==> src/rtl/regfile_pkg.sv <==
// Shared constants and types for the 32x32 register file.
// Imported by the storage cell and the register file top.
package regfile_pkg;

    localparam int REG_ADDR_W = 5;
    localparam int NUM_REGS   = 32;

    typedef logic [REG_ADDR_W-1:0] reg_idx_t;

    localparam reg_idx_t ZERO_REG = 5'd0;

endpackage

==> src/rtl/reg_cell.sv <==
// One WIDTH-bit register with asynchronous active-low clear
// and a load enable; holds its value when not loaded.
module reg_cell #(
    parameter int WIDTH = 32
) (
    input  logic             clk,
    input  logic             rst_n,
    input  logic             en_i,
    input  logic [WIDTH-1:0] d_i,
    output logic [WIDTH-1:0] q_o
);

    logic [WIDTH-1:0] data_q;
    logic [WIDTH-1:0] data_d;

    assign data_d = en_i ? d_i : data_q;

    always_ff @(posedge clk or negedge rst_n) begin
        if (!rst_n) begin
            data_q <= '0;
        end else begin
            data_q <= data_d;
        end
    end

    assign q_o = data_q;

endmodule

==> src/rtl/regfile_32x32.sv <==
// MIPS register file: r0 hardwired to zero, one write port,
// two combinational read ports with optional write forwarding.
module regfile_32x32
    import regfile_pkg::*;
#(
    parameter int WIDTH  = 32,
    parameter bit BYPASS = 1'b0
) (
    input  logic                  clk,
    input  logic                  rst_n,
    input  logic                  write_enable,
    input  logic [REG_ADDR_W-1:0] write_addr,
    input  logic [WIDTH-1:0]      write_data,
    input  logic [REG_ADDR_W-1:0] read_addr1,
    input  logic [REG_ADDR_W-1:0] read_addr2,
    output logic [WIDTH-1:0]      read_data1,
    output logic [WIDTH-1:0]      read_data2
);

    logic [WIDTH-1:0]      regs [NUM_REGS];
    logic [NUM_REGS-1:1]   wr_sel;
    logic [WIDTH-1:0]      rd1_raw;
    logic [WIDTH-1:0]      rd2_raw;
    logic                  hit1;
    logic                  hit2;

    assign regs[0] = '0;

    // One-hot write decode; index 0 has no cell, so its writes vanish.
    for (genvar k = 1; k < NUM_REGS; k++) begin : g_reg
        assign wr_sel[k] = write_enable
                         && (write_addr == REG_ADDR_W'(k));

        reg_cell #(
            .WIDTH(WIDTH)
        ) u_cell (
            .clk  (clk),
            .rst_n(rst_n),
            .en_i (wr_sel[k]),
            .d_i  (write_data),
            .q_o  (regs[k])
        );
    end

    assign rd1_raw = regs[read_addr1];
    assign rd2_raw = regs[read_addr2];

    assign hit1 = BYPASS && write_enable
               && (write_addr != ZERO_REG)
               && (write_addr == read_addr1);
    assign hit2 = BYPASS && write_enable
               && (write_addr != ZERO_REG)
               && (write_addr == read_addr2);

    assign read_data1 = hit1 ? write_data : rd1_raw;
    assign read_data2 = hit2 ? write_data : rd2_raw;

endmodule
==> config.mk <==
export PLATFORM = sky130hd
export DESIGN_NAME = regfile_32x32
export DESIGN_NICKNAME = d
export VERILOG_FILES = /design/src/rtl/regfile_pkg.sv /design/src/rtl/reg_cell.sv /design/src/rtl/regfile_32x32.sv
export SDC_FILE = /design/constraint.sdc
export NUM_CORES = 2
export LEC_CHECK = 0
export CORE_MARGIN = 2
export CORE_UTILIZATION = 45
export DETAILED_ROUTE_END_ITERATION = 8
export PLACE_DENSITY = 0.74
export SETUP_SLACK_MARGIN = 0.2
export SLEW_MARGIN = 15
export SYNTH_ARGS = -nofsm -noshare
export SYNTH_HDL_FRONTEND = slang
export SYNTH_SLANG_ARGS = --single-unit
==> constraint.sdc <==
create_clock -name clk -period 3.2 [get_ports clk]
set_input_delay 0.8 -clock clk [delete_from_list [all_inputs] [get_ports clk]]
set_output_delay 0.8 -clock clk [all_outputs]
set_load 0.1 [all_outputs]
== After elaboration in Yosys (flattened, before gate mapping) ==
Index checks and enable logic that the tools add are counted.
Word-level totals
  word-level logic and storage cells: 103
  bits in read-only memories: 0
  latch bits: 0
  bits in registers: 992
  memories: 0
  memory bits (writable): 0
  output and inout port bits: 64
Operators by class
  $mul: 0
  reductions and logical operators: 31
  equal/unequal tests: 31
  multiplexer cells: 6
  div/mod/pow operators: 0
  order comparisons: 2
  add/subtract/negate cells: 0
  shift operators: 0
  bitwise gates (word level): 2
Operators with widths (number)
  $bmux 32 s5: 2
  $mux 32: 4
  $eq 5x5->1 const B: 16
  $eq 5x4->1 const B: 8
  $logic_and 1x1->1: 31
  $eq 5x3->1 const B: 4
  $ge 6x6->1 const B: 2
  $not 5->6: 2
  $eq 5x2->1 const B: 2
  $eq 5x1->1 const B: 1

== Logic depth before layout (Yosys ltp) ==
  depth after elaboration: 4
  mapped depth: 9

== Hierarchy ==
Synthesis repeated with hierarchy kept, for this count alone.
Unflattened totals
  cell total of the unflattened synthesis: 3570
  area, all modules: 58048.2 um^2
Modules (own cells, without submodules)
  reg_cell: area each 1345.0 um^2, sequential area each 800.8 um^2, times used 31, cells an instance 68
  regfile_32x32: area each 16351.9 um^2, sequential area each 0.0 um^2, times used 1, cells an instance 1462

== Least setup slack after synthesis ==
Ideal clock, no wire load.
  kind: input to output
  start point: input port read_addr2[0]
  end point: output port read_data2[23]
  data arrival time: 4.090 ns
  stages on the path: 9
  slack: -1.690 ns
  buffers on the path: 5
  path through: buf_2 buf_6 buf_6 buf_6 buf_6 mux2i_1 o22ai_1 a211oi_1 o31ai_1
Between the ends
  cells in the longest elaborated chain, start to end: 4
Ends and longest elaborated chain
  start: declaration: RTL line regfile_32x32.sv:15  | input logic [REG_ADDR_W-1:0] read_addr2,
  $not 5->6 (not written as such): RTL line regfile_32x32.sv:46  | assign rd2_raw = regs[read_addr2];
  $bmux 32 s5: RTL line regfile_32x32.sv:46
  $mux 32 (not written as such) (2 in series): RTL line regfile_32x32.sv:46
  end: declaration: RTL line regfile_32x32.sv:17  | output logic [WIDTH-1:0] read_data2
Every way passes these cells. The select of a mux whose other input is x is not followed.

== Final worst setup path ==
  start point: input port read_addr1[0]
  end point: output port read_data1[3]
Between the ends
  cells in the longest elaborated chain, start to end: 4
Ends and longest elaborated chain
  start: declaration: RTL line regfile_32x32.sv:14  | input logic [REG_ADDR_W-1:0] read_addr1,
  $not 5->6 (not written as such): RTL line regfile_32x32.sv:45  | assign rd1_raw = regs[read_addr1];
  $bmux 32 s5: RTL line regfile_32x32.sv:45
  $mux 32 (not written as such) (2 in series): RTL line regfile_32x32.sv:45
  end: declaration: RTL line regfile_32x32.sv:16  | output logic [WIDTH-1:0] read_data1,
Every way passes these cells. The select of a mux whose other input is x is not followed.

==> results.yml <==
drt:
  dr.pass1.iters: 6
  post_drt_via_cell_ratio: 6.57
  post-route-drc-count: 0
  antenna_left: 0
  wl_mm: 173
  dr_total_vias: 36800
  post_drt_wl_per_cell_um: 30.8
  detailedRoute.firstIterationViolations: 3729
floorplan:
  fp.dieW_um: 348
  row_count: 126
  io-pin-count: 114
  start_util: 0.452
  coreArea_um2: 118000
  die_h_um: 348
  die_area_um2: 121000
yosys:
  syn_inst: 3605
  ys_async_sr_fraction: 1.00
  netlist_area_um2: 53200
  ys_seq_area_frac: 0.466
  synthDistinctLibCells: 30
  synth_top_area_frac: 0.466
  yosysWarningCount: 0
  synth_area_leaders: "dfrtp_1 (47%), mux2_2 (20%), mux4_2 (16%)"
  avgSynthCellArea_um2: 14.8
  synth_common_cells: "dfrtp_1 (992), mux2_2 (967), mux4_2 (384), clkbuf_1 (216)"
  ys_ff_latch: 992
  synth_most_common_cell: "dfrtp_1"
  synth_edf_count: 0
  ys.flop_type: "dfrtp_1"
  yosysTopAreaCell: "dfrtp_1"
  synth_fp_nets: 3655
timing:
  fin_hold_ws_ns: 0.0619
  worstMarginPinSlew_ns: 1.01
  fmax_ghz: 0.290
  setup_slack_ns: -0.254
  fin_crit_sh: 1.08
  finalHoldViolCount: 0
  setup_violations: 64
  slew_viol_final: 0
  clock_skew_ns: 0
  fin_crit_ns: 3.45
  fin_setup_tns_ns: -11.25
  relSlewSlack: 0.327
  rsz0062_at_grt: "true"
global_routing:
  first_global_vias: 38800
  grt_pass1_wl_mm: 256
  grt_remaining_overflow: 0
  antenna_found_initial: 8
  grt_use_total: 0.283
  grt_start_max_net_pins: 104
setup_path:
  r2r_cells: 1
  worstPathMaxFanout: 9
  reg2reg_slack_ns: 2.35
  cpMaxStageDelayCell: "mux4_2"
  critPathLaunch: "read_addr1[0]"
  cp_slowest_stage_delay_ns: 0.49
  crit_path_frequent_cell: "buf_16"
  cp_cell_sequence: "buf_16 > buf_16 > buf_6 > mux4_2 > a22o_1 > o21ai_2 > buf_4 > o31ai_4 > buf_12"
  r2r_start: "g_reg[28].u_cell.q_o[29]$_DFFE_PN0P_"
  r2r-end: "g_reg[28].u_cell.q_o[29]$_DFFE_PN0P_"
  crit_arrival_ns: 2.65
  setup.worst_path.end: "read_data1[3]"
  crit_path_start_kind: "input port"
  worst_ep_required_time_ns: 2.40
  crit_path_end_kind: "output pin"
  path_class: "in -> out"
min_path:
  hp-class: "in -> async"
clock_tree:
  cts_htree_levels: 3
  worstSkewPairLatency_ns: 0.70
  path_clk_slew_ns: 0.06
  cts.hold.buffers_added: 0
  cts-root-buf: "clkbuf_16"
  cts_made_buffers: 105
  cts_buffer_depth: 3
  cts.sinks: 992
  tritoncts: "yes"
final_layout:
  final_layout_size_suffix_gt1_frac: 0.590
  largest_reg_flops: 992
  nets: 4023
  area_growth_pct: 27.1
  fin_area_um2: 67700
power:
  ir_drop_uv: 419
  power.total_w: 0.0410
  leakagePower_nw: 29.4
  powerDensity_nw_per_um2: 606
placed_design:
  gp_congestion: 0.822
  dpl_cell_area_um2: 61600
  hpwl_mm: 104
  numPortBuffers: 113
  post-place-ws_ns: -0.424
job:
  max-cap-violations: 0
outcome:
  outcome: "complete, but fails checks"
  violations: "negative setup slack"
repair_timing:
action / CTS / global route
setup endpoints to repair: 64 / 64
cloned: 23 / 8
buffers inserted: 50 / 12
gates resized for setup: 181 / 50
pin swaps: 78 / 45
layout make-up:
| class | count | area [um2] |
|---|---|---|
| fillers | 8653 | 50100 |
| multi-input cells | 2205 | 28200 |
| flip-flops and latches | 992 | 24800 |
| repair buffers | 667 | 9000 |
| clock buffers | 134 | 2910 |
| well taps | 1536 | 1920 |
| clock inverters | 61 | 855 |
| inverters | 2 | 7.51 |
| diodes | 3 | 7.51 |
placed cells by master (no fill, tap or decap), types with 4 or more instances in the layout:
cell / Yosys / final
and2_1: 66 / 35
and2_4: 0 / 29
clkbuf_1: 216 / 13
buf_12: 0 / 218
o31ai_4: 0 / 64
bufbuf_16: 0 / 6
nor2_4: 0 / 14
a211oi_2: 0 / 37
buf_16: 0 / 33
o21ai_1: 64 / 20
mux2i_2: 0 / 6
a211oi_4: 0 / 4
buf_6: 7 / 46
mux2_2: 967 / 967
clkinvlp_4: 0 / 7
nor2b_4: 0 / 8
mux2i_1: 192 / 185
clkinv_4: 0 / 6
clkbuf_8: 0 / 15
mux4_2: 384 / 384
nand2_2: 0 / 13
o21ai_2: 0 / 44
clkbuf_16: 0 / 114
buf_4: 31 / 312
a22o_1: 192 / 192
o22ai_1: 64 / 63
buf_8: 0 / 6
a211oi_1: 64 / 23
bufinv_16: 0 / 18
clkinv_2: 0 / 24
dfrtp_1: 992 / 992
mux2_1: 89 / 89
clkdlybuf4s50_1: 0 / 38
critical path: cells and delay by family:
family / cells / cell delay [ns]
buf+inv: 5 / 0.80
mux: 1 / 0.49
compound gates: 3 / 0.53
metrics by stage:
stage | cells | util
after CTS | 5577 | 0.570
after detailed placement | 5309 | 0.523
after global placement | 5309 | 0.523
final | 5600 | 0.575
after floorplan | 3605 | -
after global routing | 5599 | 0.575
cells by family after synthesis:
kind of cell | synth area share
multiplexers | 0.422
flip-flops | 0.466
AO/OA/AOI/OAI | 0.0632
buffers and inverters | 0.0353
AND/OR/NAND/NOR | 0.0136
report_power, final:
part           switching, W  internal [W]
Combinational       0.00483       0.00604
Clock               0.00539       0.00790
Sequential          0.00183        0.0150
worst min path at each step:
stage | to | slack, ns | cells after the start
detailed placement | g_reg[13].u_cell.q_o[19]$_DFFE_PN0P_ | 0.49 | 1
global route | g_reg[14].u_cell.q_o[8]$_DFFE_PN0P_ | 0.08 | 1
CTS | g_reg[14].u_cell.q_o[8]$_DFFE_PN0P_ | 0.05 | 1
global placement | g_reg[28].u_cell.q_o[3]$_DFFE_PN0P_ | 0.48 | 1
floorplan | g_reg[28].u_cell.q_o[11]$_DFFE_PN0P_ | 0.47 | 1
finish | g_reg[13].u_cell.q_o[8]$_DFFE_PN0P_ | 0.06 | 1
per-layer routing:
metal,track usage,vias up,wire length (um),share of wire
met5,0,-,46,0.00027
met3,0.0608,517,15800,0.092
met4,0.112,8,7510,0.044
met2,0.444,1910,80400,0.47
met1,0.385,19600,68800,0.40
li1,-,14800,-,-
No activity file was read; power rests on OpenSTA's default activity.
